### config.mk
export PLATFORM = sky130hd
export DESIGN_NAME = uart_tx_brg
export DESIGN_NICKNAME = d
export VERILOG_FILES = /design/src/rtl/uart_tx_brg.sv
export SDC_FILE = /design/constraint.sdc
export NUM_CORES = 1
export LEC_CHECK = 0
export ABC_AREA = 1
export CAP_MARGIN = 20
export CORE_MARGIN = 2
export CORE_UTILIZATION = 54
export DETAILED_ROUTE_END_ITERATION = 7
export PLACE_DENSITY = 0.78
export SYNTH_ARGS = -nofsm -noshare
export SYNTH_HDL_FRONTEND = slang
export SYNTH_SLANG_ARGS = --single-unit
### constraint.sdc
create_clock -name CLK -period 1.8 [get_ports CLK]
set_input_delay 0.18 -clock CLK [delete_from_list [all_inputs] [get_ports CLK]]
set_output_delay 0.18 -clock CLK [all_outputs]
set_load 0.02 [all_outputs]
### src/rtl/uart_tx_brg.sv
// uart_tx_brg: 8N1 UART transmitter clocked by the auto-baud BRG value.
// Bit period is BRG_N+1 CLK cycles, latched when a frame is accepted.
// Optional even parity bit between data and stop: define UART_TX_PARITY_EN.
module uart_tx_brg #(
  parameter logic        IDLE_LEVEL = 1'b1,
  parameter int unsigned DATA_BITS  = 8
) (
  input  logic                 CLK,
  input  logic                 RST,
  input  logic [7:0]           BRG_N,
  input  logic [DATA_BITS-1:0] TX_DATA,
  input  logic                 TX_START,
  output logic                 UXTX,
  output logic                 TX_BUSY,
  output logic                 TXIF
);

  localparam int unsigned CNT_W = 8;
  localparam int unsigned IDX_W = 3;
  localparam int unsigned ST_W  = 3;

  localparam logic [ST_W-1:0] S_IDLE   = 3'd0;
  localparam logic [ST_W-1:0] S_START  = 3'd1;
  localparam logic [ST_W-1:0] S_DATA   = 3'd2;
  localparam logic [ST_W-1:0] S_STOP   = 3'd3;
`ifdef UART_TX_PARITY_EN
  localparam logic [ST_W-1:0] S_PARITY = 3'd4;
`endif

  logic [ST_W-1:0]      state_q,  state_d;
  logic [CNT_W-1:0]     cnt_q,    cnt_d;
  logic [CNT_W-1:0]     period_q, period_d;
  logic [IDX_W-1:0]     idx_q,    idx_d;
  logic [DATA_BITS-1:0] shreg_q,  shreg_d;
  logic                 uxtx_q,   uxtx_d;
  logic                 busy_q,   busy_d;
  logic                 txif_q,   txif_d;
`ifdef UART_TX_PARITY_EN
  logic                 par_q,    par_d;
`endif

  logic tick_c;
  logic last_bit_c;

  assign tick_c     = (cnt_q == period_q);
  assign last_bit_c = (idx_q == IDX_W'(DATA_BITS - 1));

  // Next-state and next-output logic for the frame sequencer.
  always_comb begin
    state_d  = state_q;
    cnt_d    = cnt_q;
    period_d = period_q;
    idx_d    = idx_q;
    shreg_d  = shreg_q;
    uxtx_d   = uxtx_q;
    busy_d   = busy_q;
    txif_d   = 1'b0;
`ifdef UART_TX_PARITY_EN
    par_d    = par_q;
`endif

    if (state_q != S_IDLE) begin
      cnt_d = tick_c ? '0 : cnt_q + CNT_W'(1);
    end

    case (state_q)
      S_IDLE: begin
        uxtx_d = IDLE_LEVEL;
        busy_d = 1'b0;
        if (TX_START) begin
          shreg_d  = TX_DATA;
          period_d = BRG_N;
          cnt_d    = '0;
          idx_d    = '0;
          uxtx_d   = ~IDLE_LEVEL;
          busy_d   = 1'b1;
`ifdef UART_TX_PARITY_EN
          par_d    = ^TX_DATA;
`endif
          state_d  = S_START;
        end
      end
      S_START: begin
        if (tick_c) begin
          state_d = S_DATA;
          idx_d   = '0;
          uxtx_d  = shreg_q[0];
        end
      end
      S_DATA: begin
        if (tick_c) begin
          shreg_d = {1'b0, shreg_q[DATA_BITS-1:1]};
          if (last_bit_c) begin
            idx_d   = '0;
`ifdef UART_TX_PARITY_EN
            state_d = S_PARITY;
            uxtx_d  = par_q;
`else
            state_d = S_STOP;
            uxtx_d  = IDLE_LEVEL;
`endif
          end else begin
            idx_d  = idx_q + IDX_W'(1);
            uxtx_d = shreg_q[1];
          end
        end
      end
`ifdef UART_TX_PARITY_EN
      S_PARITY: begin
        if (tick_c) begin
          state_d = S_STOP;
          uxtx_d  = IDLE_LEVEL;
        end
      end
`endif
      S_STOP: begin
        if (tick_c) begin
          state_d = S_IDLE;
          txif_d  = 1'b1;
          busy_d  = 1'b0;
          uxtx_d  = IDLE_LEVEL;
        end
      end
      default: begin
        state_d = S_IDLE;
        uxtx_d  = IDLE_LEVEL;
        busy_d  = 1'b0;
      end
    endcase
  end

  // State, datapath and registered outputs; reset returns the line to idle.
  always_ff @(posedge CLK or posedge RST) begin
    if (RST) begin
      state_q  <= S_IDLE;
      cnt_q    <= '0;
      period_q <= '0;
      idx_q    <= '0;
      shreg_q  <= '0;
      uxtx_q   <= IDLE_LEVEL;
      busy_q   <= 1'b0;
      txif_q   <= 1'b0;
`ifdef UART_TX_PARITY_EN
      par_q    <= 1'b0;
`endif
    end else begin
      state_q  <= state_d;
      cnt_q    <= cnt_d;
      period_q <= period_d;
      idx_q    <= idx_d;
      shreg_q  <= shreg_d;
      uxtx_q   <= uxtx_d;
      busy_q   <= busy_d;
      txif_q   <= txif_d;
`ifdef UART_TX_PARITY_EN
      par_q    <= par_d;
`endif
    end
  end

  assign UXTX    = uxtx_q;
  assign TX_BUSY = busy_q;
  assign TXIF    = txif_q;

endmodule

==> impl_metrics.toml <==
[outcome]
status = "complete, no violations"

[yosys]
syn_inst = 200
yosysSeqAreaShare = 0.4612
synth-xor-area-share = 0.03525
synthAdderAreaFrac = 0.05755
synth_simple_gate_area_frac = 0.2201
syn_nets = 227
ys.warnings.count = 0
synth_top_family_by_area = "simple AND/OR/NAND/NOR gates"
synth_area_per_cell_um2 = 8.696
synth_compound_area_frac = 0.1065
muxShareOfSynthArea = 0.05396
netlist_area_mm2 = 0.001739
ys_types = 27
yosys_register_bits = 32

[routing]
drt_pass1_iterations = 4
highest_layer = "met4"
viasPerCell = 4.985
routed_wl_um = 3194
route.met3.wl_um = 117
antenna_left = 0
route.detailed.drc = 0
wire_per_inst_um = 11.70
dr_wl_met2_um = 1668
wirelength_met1_um = 1348
drtIter0Drc = 45
vias = 1361

[hold_path]
min_path_type = "input port to asynchronous set/reset pin"

[sta]
period_minus_slack_ns = 1.655
hold_slack_ns = 0.1885
post-route-period-util = 0.9193
finalHoldViolCount = 0
worstMarginPinSlew_ns = 0.5382
setup_viol = 0
finalMaxSlewViolations = 0
grt_setup_unrepaired = "no"
fmax_mhz = 604.4
finClkSkew_ns = 0.005937
max_slew_margin = 0.6408
finalSetupTns_ns = 0

[worst_setup_path]
critical_path.max_stage_delay_ns = 0.60
crit_slowest_cell = "clkdlybuf4s50_1"
cp_num_buf_inv = 1
cpLargestDelayFamily = "buffers and inverters"
cp-start-kind = "register"
path_max_fanout = 2
crit_arrival_ns = 1.47
cp-end-kind = "output port"
required_ns = 1.62
crit_type = "register to output port"
crit_chain = "clkdlybuf4s50_1"

[clock_network]
numCtsBuffers = 5
cts_tree = "done"
cts_resized = 0
clock_sinks = 32
post_cts_buffers = 0
cts.hold.buffers_added = 0
cts_max_level = 2
clk_latency_ns = 0.33
clkTransAtPathRegs_ns = 0.10
cts.path.max_buffers = 2
clockRootBuffer = "clkbuf_4"

[final_layout]
antenna_cells = 0
final_core_util = 0.6816
fill_cells = 288
multi_input_area_um2 = 825.8
seqCellArea_um2 = 802.0
syn_to_final_growth_pct = 19.64
layout-drive-gt1-share = 0.1528
nNetsFinal = 255

[floorplan]
core_area_mm2 = 0.003053
fp.dieW_um = 60.75
die_area_mm2 = 0.003691
die_h_um = 60.75
ioPinCount = 22
rows = 20
start_util = 0.5697

[pwr]
p_per_area_mw_per_mm2 = 1511
p_sw_w = 0.001336
p_seq_frac = 0.380
clockPowerShare = 0.137
vdd_drop_max_uv = 753.9
power_leakage_nw = 1.014
p_comb_frac = 0.484
p_sw_frac = 0.4250
intPower_w = 0.001807

[run]
drv_cap = 0

[place]
place.gp.congestion = 0.8438
port_buffers = 21
hpwl_um = 2416

[global_routing]
grt_pass1_wl_um = 5402
antenna_found_initial = 0
grt_max_degree = 21
grt_overflow = 0
grt_pass1_vias = 1313
grt_usage = 0.2012
==> synthesized netlist by cell type <==
master      n  area, um2
clkbuf_1    1      3.750
a21boi_0    1      7.510
dfstp_2     1      26.28
a21oi_1    10      50.05
o21ai_2     9      78.83
buf_2       1      5.000
o2111ai_1   1      8.760
buf_6       1      11.26
nor3_1      2      10.01
xnor2_1     3      26.28
nor2_2      2      12.51
nand2_1    54      202.7
mux2_2      3      33.78
inv_2       2      7.510
nand3b_1    1      7.510
o21ai_0     8      40.04
nor2_1     12      45.04
nand2_4     3      33.78
mux2i_1     6      60.06
nand3_1     8      40.04
ha_1        8      100.1
dfrtp_1    31      775.7
xor2_1      4      35.03
nand2_2     2      12.51
or2_2       2      12.51
nand4_1     1      6.260
inv_1      23      86.33
==> final timing paths <==
| check | startpoint | to | slack, ns | cells after the start |
|---|---|---|---|---|
| max in group asynchronous | RST | period_q[7]$_DFFE_PP0P_ | 1.12 | 3 |
| setup / recovery | UXTX$_DFFE_PP1P_ | UXTX | 0.15 | 1 |
| hold reg to reg | shreg_q[4]$_DFFE_PP0P_ | shreg_q[4]$_DFFE_PP0P_ | 0.49 | 2 |
| hold / removal | RST | shreg_q[7]$_DFFE_PP0P_ | 0.19 | 2 |
| min in group CLK | TX_DATA[7] | shreg_q[7]$_DFFE_PP0P_ | 0.41 | 3 |
| setup reg to reg | state_q[0]$_DFFE_PP0P_ | cnt_q[6]$_DFF_PP0_ | 0.17 | 8 |
==> cells in the final DEF, fill, tap and decap left out <==
cell	n
buf_12	1
inv_2	3
nand2_1	54
dfrtp_1	31
xnor2_1	3
nand2_2	2
a21oi_1	10
ha_1	8
buf_4	2
nand4_1	1
clkbuf_4	5
o2111ai_1	1
clkdlybuf4s50_1	21
mux2i_1	6
nand3_1	8
nor2_2	3
xor2_1	4
nand3b_1	1
o21ai_2	9
nor3_1	2
inv_1	22
clkbuf_8	1
mux2_2	3
dfstp_2	1
a21boi_0	1
or2_2	2
nor2_1	11
clkbuf_1	2
nand2_4	3
o21ai_0	8
==> kinds of logic (layout without fill, tap and decap cells) <==
family,count (synthesis),after routing
multiplexers,9,9
AND/OR/NAND/NOR,87,87
flip-flops,32,32
adder cells (fa/ha/maj),8,8
buffers and inverters,28,57
AO/OA/AOI/OAI,29,29
XOR/XNOR,7,7
==> registers in the layout (all words and copies together) (netlist names) <==
| name | count |
|---|---|
| UXTX | 1 |
| TX_BUSY | 1 |
| cnt_q | 8 |
| idx_q | 3 |
| state_q | 2 |
| TXIF | 1 |
| period_q | 8 |
| shreg_q | 8 |
==> worst register-to-register path, cell delays in order, from the launching register on <==
cell and delay [ns]:
dfrtp_1 0.43, inv_1 0.08, ha_1 0.26, inv_2 0.12
nand3_1 0.12, nor2_1 0.18, nand3_1 0.10, xor2_1 0.17
a21oi_1 0.06
==> power groups by stage <==
stage | combinational, W | sequential, W | clock (W)
finish | 0.00152 | 0.00119 | 0.000430
global route | 0.00174 | 0.00123 | 0.000470
CTS | 0.00153 | 0.00120 | 0.000441
detailed placement | 0.00152 | 0.00121 | 0
global placement | 0.00144 | 0.00119 | 0
floorplan | 0.00120 | 0.00118 | 0
==> metal layers <==
layer | GRT usage | vias up
li1 | - | 696
met4 | 0.08385 | 0
met1 | 0.2218 | 634
met5 | 0 | -
met3 | 0.04478 | 7
met2 | 0.3702 | 24
==> stage by stage <==
stage	total power [W]	std cells	setup WS, ns	instance area [um2]
after floorplan	0.002386	200	0.2814	1739
after global placement	0.002638	265	0.2074	2019
after detailed placement	0.002733	265	0.1406	2019
after CTS	0.003169	273	0.1279	2078
after global routing	0.003440	273	0.03483	2081
final	0.003143	273	0.1453	2081
==> area by class of cell <==
| type | instances | area share |
|---|---|---|
| clock buffer | 8 | 0.02826 |
| inverter | 25 | 0.04510 |
| multi-input combinational | 140 | 0.3969 |
| sequential | 32 | 0.3854 |
| tap | 44 | 0.02646 |
| timing repair buffer | 24 | 0.1179 |
Note: power is estimated with default switching activity, not from simulation.
